## src/rtl/hilo_mdu.sv

```systemverilog
// HI/LO multiply-divide unit: iterative radix-2 MULTU/DIVU plus single-cycle MTHI/MTLO.
// One result bit per clock over WIDTH cycles; HI/LO only change when an operation commits.
module hilo_mdu #(
  parameter int unsigned WIDTH = 32
) (
  input  logic             clk,
  input  logic             rst_n,
  input  logic             start,
  input  logic [1:0]       op,
  input  logic [WIDTH-1:0] a,
  input  logic [WIDTH-1:0] b,
  output logic             busy,
  output logic             done,
  output logic [WIDTH-1:0] hi,
  output logic [WIDTH-1:0] lo
);

  localparam int unsigned CntW = $clog2(WIDTH) + 1;

  localparam logic [1:0] OpMultu = 2'b00;
  localparam logic [1:0] OpDivu  = 2'b01;
  localparam logic [1:0] OpMthi  = 2'b10;
  localparam logic [1:0] OpMtlo  = 2'b11;

  typedef enum logic [1:0] {StIdle, StBusy, StDone} state_e;

  state_e               state_q, state_d;
  logic [2*WIDTH-1:0]   work_q, work_d, work_step;
  logic [WIDTH-1:0]     opnd_q, opnd_d;
  logic [WIDTH-1:0]     hi_q, hi_d, lo_q, lo_d;
  logic                 is_div_q, is_div_d;
  logic [CntW-1:0]      cnt_q, cnt_d;
  logic                 busy_q, busy_d, done_q, done_d;
  logic [WIDTH:0]       mul_sum, div_rem, div_diff;

  // work_q holds {upper, lower}: product/multiplier for MULTU, remainder/quotient for DIVU.
  always_comb begin
    mul_sum  = {1'b0, work_q[2*WIDTH-1:WIDTH]} + (work_q[0] ? {1'b0, opnd_q} : '0);
    div_rem  = {work_q[2*WIDTH-1:WIDTH], work_q[WIDTH-1]};
    div_diff = div_rem - {1'b0, opnd_q};
    if (is_div_q) begin
      if (!div_diff[WIDTH]) begin
        work_step = {div_diff[WIDTH-1:0], work_q[WIDTH-2:0], 1'b1};
      end else begin
        work_step = {div_rem[WIDTH-1:0], work_q[WIDTH-2:0], 1'b0};
      end
    end else begin
      work_step = {mul_sum, work_q[WIDTH-1:1]};
    end
  end

  always_comb begin
    state_d  = state_q;
    work_d   = work_q;
    opnd_d   = opnd_q;
    is_div_d = is_div_q;
    cnt_d    = cnt_q;
    hi_d     = hi_q;
    lo_d     = lo_q;
    unique case (state_q)
      StIdle: begin
        if (start) begin
          state_d = StDone;
          unique case (op)
            OpMultu: begin
              is_div_d = 1'b0;
              opnd_d   = a;
              work_d   = {{WIDTH{1'b0}}, b};
              cnt_d    = '0;
              state_d  = StBusy;
            end
            OpDivu: begin
              if (b == '0) begin
                hi_d = a;
                lo_d = '1;
              end else begin
                is_div_d = 1'b1;
                opnd_d   = b;
                work_d   = {{WIDTH{1'b0}}, a};
                cnt_d    = '0;
                state_d  = StBusy;
              end
            end
            OpMthi:  hi_d = a;
            OpMtlo:  lo_d = a;
            default: ;
          endcase
        end
      end
      StBusy: begin
        work_d = work_step;
        cnt_d  = cnt_q + CntW'(1);
        if (cnt_q == CntW'(WIDTH - 1)) begin
          hi_d    = work_step[2*WIDTH-1:WIDTH];
          lo_d    = work_step[WIDTH-1:0];
          state_d = StDone;
        end
      end
      StDone:  state_d = StIdle;
      default: state_d = StIdle;
    endcase
    busy_d = (state_d == StBusy);
    done_d = (state_d == StDone);
  end

  always_ff @(posedge clk or negedge rst_n) begin
    if (!rst_n) begin
      state_q  <= StIdle;
      work_q   <= '0;
      opnd_q   <= '0;
      is_div_q <= 1'b0;
      cnt_q    <= '0;
      hi_q     <= '0;
      lo_q     <= '0;
      busy_q   <= 1'b0;
      done_q   <= 1'b0;
    end else begin
      state_q  <= state_d;
      work_q   <= work_d;
      opnd_q   <= opnd_d;
      is_div_q <= is_div_d;
      cnt_q    <= cnt_d;
      hi_q     <= hi_d;
      lo_q     <= lo_d;
      busy_q   <= busy_d;
      done_q   <= done_d;
    end
  end

  assign busy = busy_q;
  assign done = done_q;
  assign hi   = hi_q;
  assign lo   = lo_q;

endmodule

```

## config.mk

```make
export PLATFORM = sky130hd
export DESIGN_NAME = hilo_mdu
export DESIGN_NICKNAME = d
export VERILOG_FILES = /design/src/rtl/hilo_mdu.sv
export SDC_FILE = /design/constraint.sdc
export NUM_CORES = 1
export LEC_CHECK = 0
export CORE_MARGIN = 4
export CORE_UTILIZATION = 58
export DETAILED_ROUTE_END_ITERATION = 6
export PLACE_DENSITY = 0.82
export SYNTH_ARGS = -nofsm -noshare
export SYNTH_HDL_FRONTEND = slang
export SYNTH_SLANG_ARGS = --single-unit
```

## constraint.sdc

```tcl
create_clock -name clk -period 4.35 [get_ports clk]
set_input_delay 0.87 -clock clk [delete_from_list [all_inputs] [get_ports clk]]
set_output_delay 0.87 -clock clk [all_outputs]
set_load 0.1 [all_outputs]
```

After elaboration in Yosys (flattened, before gate mapping)
Index checks and enable logic that the tools add are counted.

Register bits: 171. Bits of input ports: 69. Output and inout port bits: 66. Logic and storage cells: 66.

$add $sub $neg: 3. Equal/unequal tests: 15. Mux-type cells: 30. Reduce and logical (&&, ||, !) cells: 9.

Operators by type and width (count): $pmux W32 S2 (5); $mux W32 (8); $mux W64 (4); $pmux W64 S2 (2); $add A32 B32 Y33 (1); $sub A33 B32 Y33 (1); $logic_not A32 Y1 (1); $pmux W6 S2 (2); $mux W6 (2); $reduce_and A5 Y1 (2); $ne A3 B1 Y1 const B (3); $pmux W2 S2 (2); $reduce_and A4 Y1 (2); $add A6 B1 Y6 const B (1); $eq A2 B1 Y1 const B (3); $eq A2 B2 Y1 const B (3); $eq A6 B5 Y1 const B (1); $mux W2 (3); $ne A2 B2 Y1 const B (3); $ne A3 B3 Y1 const B (2); $logic_not A2 Y1 (2); $reduce_bool A2 Y1 (2); $pmux W1 S2 (1); $mux W1 (1).

Logic depth before layout (Yosys ltp)
Depth after elaboration: 6. Depth in mapped cells: 15. Mapped depth without buffers: 14.

Least setup slack after synthesis
Ideal clock, no wire load.

Path kind: register to register. Start point: reg work_q[31]. End point: reg hi_q[4] (netlist: hi[4]). Setup time: 0.126 ns. Data arrival time: 3.132 ns. Required time: 4.224 ns. Path slack: 1.092 ns. Stages on the path, launching flop included: 16. Buffers on the path: 1. Clock period less this slack: 3.258 ns. Path through: dfrtp_1 > inv_1 > ha_1 > inv_1 > fa_1 > a211oi_1 > o21a_1 > nor2_1 > a211oi_2 > nor3_1 > nor3_2 > nor2_8 > buf_2 > a21oi_1 > a21oi_1 > a221o_1.

Word-level cells in the longest chain between the ends: 5.

RTL lines: start, declared (line 28) `logic [2*WIDTH-1:0] work_q, work_d, work_step;`; start signal, assigned (line 119) `work_q <= work_d;`; $sub A33 B32 Y33 (line 40) `div_diff = div_rem - {1'b0, opnd_q};`; $mux W64 (line 42) `if (!div_diff[WIDTH]) begin`; $mux W64 (line 41) `if (is_div_q) begin`; $mux W32 (line 93) `if (cnt_q == CntW'(WIDTH - 1)) begin`; $pmux W32 S2 (line 60) `unique case (state_q)`; end signal, assigned (line 123) `hi_q <= hi_d;`; end, declared (line 30) `logic [WIDTH-1:0] hi_q, hi_d, lo_q, lo_d;`.

Every way passes these cells. The select of a mux whose other input is x is not followed. A chain may end at the register's enable or synchronous reset.

Final worst setup path
Start point: reg work_q[31]. End point: reg hi_q[5] (netlist: hi[5]).

The elaborated chain is that of the path after synthesis.

==> results.md <==
- Yosys cell types: 75
- Detail Placement HPWL: 29700 um
- Seq/Total Area, Yosys: 0.346
- MaxCap Viol Count: 0
- Async SR Flop Fraction: 1.00
- Worst EP required: 4.65 ns
- Root buf cell: clkbuf_16
- Pin count of the biggest net entering global routing: 101
- Critical path class: reg2reg
- Max clock buf depth: 2
- # resized after CTS: 0
- Grt ovf: 0
- Starting density of the core: 0.589
- Most frequent CP cell: inv_1
- Nets: 1769
- H-tree levels: 4
- Mapped Avg Cell Area: 7.96 um2
- Synth Register Bits: 171
- Worst Setup Start Kind: register
- R2R Path End: hi[5]
- Share of cells above drive strength 1: 0.0753
- CTS Buf Count: 17
- CTS Hold Bufs: 0
- Core Box Area: 0.0210 mm2
- Worst path buffer plus inverter count: 2
- Die Y-Extent: 154 um
- Max stage delay on crit path: 0.48 ns
- CP Cell Sequence: inv_1 > ha_1 > inv_1 > fa_1 > a211oi_1 > o21a_1 > nor2_1 > a211oi_2 > or3_4 > a21oi_4 > nor2_8 > mux2_2 > o211ai_1 > a31oi_1
- Worst min path class: reg2reg
- Reg clk slew, reported paths: 0.07 ns
- Reg2Reg Depth: 14
- R2R setup slack: 0.40 ns
- Crit path max-delay family: compound AO/OA/AOI/OAI gates
- Post-Syn Instances: 1554
- CP Depth: 14
- Setup TNS: 0 ns
- Slowest cell on the critical path: nor2_8
- TritonRoute pass-1 iters: 6
- GRT Util Overall: 0.334
- Final worst slack: 0.402 ns
- Initial antenna violation count: 0
- Main synth FF type: dfrtp_1
- CTS sink cnt: 171
- DRC errors left: 0
- Setup crit end: hi[5]
- Worst-Margin Slew: 1.18 ns
- Final instance area: 0.0146 mm2
- Fillers: 1678
- Min cycle time layout: 3.95 ns
- PortBufs: 134
- Skew final: 0.0125 ns
- DR iter-0 viols: 1313
- Syn. warnings: 0
- Arr. time, crit path: 4.25 ns
- Die area: 0.0237 mm2
- Aggregate routed wire length: 40000 um
- Fmax achieved: 0.253 GHz
- Setup crit start: work_q[31]
- Final Core Density: 0.692
- CP endpoint kind: register
- Status: finished clean
- Slew headroom: 0.206
- Vias: 12300
- Crit Path Max Fanout: 28
- Area Overhead vs Synth: 17.6%
- Vias in the first global route: 11800
- Rows: 53
- Pre-CTS setup slack: 0.379 ns
- Synth Cell Area: 0.0124 mm2
- Synth Net Count: 1690
- RSZ-0062 raised after global routing: no
- Drt wl/cell: 20.8 um
- Max-slew violations: 0
- Tcrit/Tclk final: 0.907
- Final hold violation count: 0
- Count of final setup violators: 0
- Post-CTS setup buffer count: 0
- CTS tree: built
- IO Pins: 135
- Worst flop-to-flop path startpoint: work_q[31]
- Worst-skew pair later-pin latency: 0.44 ns
- DRT antenna net count: 0
- DP Area: 0.0139 mm2
- Post-synth EDFFs: 0
- Antenna Cells: 0
- Vias per cell: 6.39
- Die Width: 154 um
- Global-route wire length before repair: 63800 um
- Gpl congestion: 0.984
Yosys cell counts (9+ instances only):
library cell,n,area share
nand3_1,49,0.020
clkbuf_1,85,0.026
o21ai_0,156,0.063
a21o_1,31,0.019
a21oi_1,99,0.040
o22ai_1,33,0.017
and2_1,36,0.018
mux2i_1,16,0.013
dfrtp_1,171,0.35
xnor2_1,36,0.025
nor2_1,105,0.032
nor3_1,18,0.0073
a31oi_1,48,0.024
ha_1,65,0.066
a22o_1,9,0.0064
a221o_1,10,0.0081
nor4_1,11,0.0056
nand4_1,17,0.0086
mux2_2,35,0.032
nand2_1,284,0.086
o21bai_1,9,0.0055
xor2_1,22,0.016
a211o_1,10,0.0071
and3_1,16,0.0081
inv_1,57,0.017
layer usage:
layer,track usage,wire [um],up-vias
met3,0.0673,4150,68
li1,-,-,5726
met2,0.519,18000,635
met4,0.0950,1010,0
met1,0.477,16800,5842
met5,0,0,-
worst reg2reg max path: stages (launching register included):
cell and delay (ns):
dfrtp_1 0.38, inv_1 0.11, ha_1 0.18, inv_1 0.06, fa_1 0.43, a211oi_1 0.47, o21a_1 0.20, nor2_1 0.08
a211oi_2 0.29, or3_4 0.20, a21oi_4 0.09, nor2_8 0.48, mux2_2 0.40, o211ai_1 0.30, a31oi_1 0.14
final cells by class:
cell class              count  area (um2)  share of cell area
well taps                 275         344              0.0236
clock buffers              18         429              0.0295
flip-flops and latches    171        4280               0.294
inverters                  58         218              0.0150
clock inverters            14         188              0.0129
multi-input cells        1230        7570               0.520
repair buffers            155        1530               0.105
sequential cells by signal (all words and copies together) (netlist names):
signal    flops
opnd_q       32
cnt_q         6
hi           32
work_q       64
is_div_q      1
done          1
busy          1
state_q       2
lo           32
worst min-delay path by stage:
stage,start,end,slack (ns),cells past startpoint
after detailed placement,lo[30],lo[30],0.47,2
after global routing,hi[17],hi[17],0.52,2
after CTS,lo[30],lo[30],0.49,2
after floorplan,work_q[10],work_q[10],0.46,2
final,lo[10],lo[10],0.49,2
after global placement,hi[17],hi[17],0.46,2
cells in the final DEF (no fill, tap or decap), types with 35 or more instances in the layout:
cell type	instances
a21oi_1	99
xnor2_1	36
inv_1	57
dfrtp_1	170
nand3_1	49
o21ai_0	156
mux2_2	35
nor2_1	105
a31oi_1	48
ha_1	65
and2_1	36
nand2_1	282
clkdlybuf4s50_1	133
logic make-up after synthesis:
group,Yosys count,share of synthesized area
xor+xnor,58,0.0411
flops,171,0.346
fa+ha+maj,67,0.0690
mux,53,0.0472
buf+inv,153,0.0474
simple gates,565,0.203
compound gates,487,0.246
through the flow:
| stage | instances | hold WS, ns |
|---|---|---|
| 2_1_floorplan | 1554 | 0.462 |
| 3_3_place_gp | 1889 | 0.462 |
| 3_5_place_dp | 1889 | 0.473 |
| 4_1_cts | 1921 | 0.490 |
| 5_1_grt | 1921 | 0.518 |
| 6_report | 1921 | 0.486 |
Power is not shown: default switching activity piles up to over one toggle a cycle in this logic, so the estimate is an artifact.
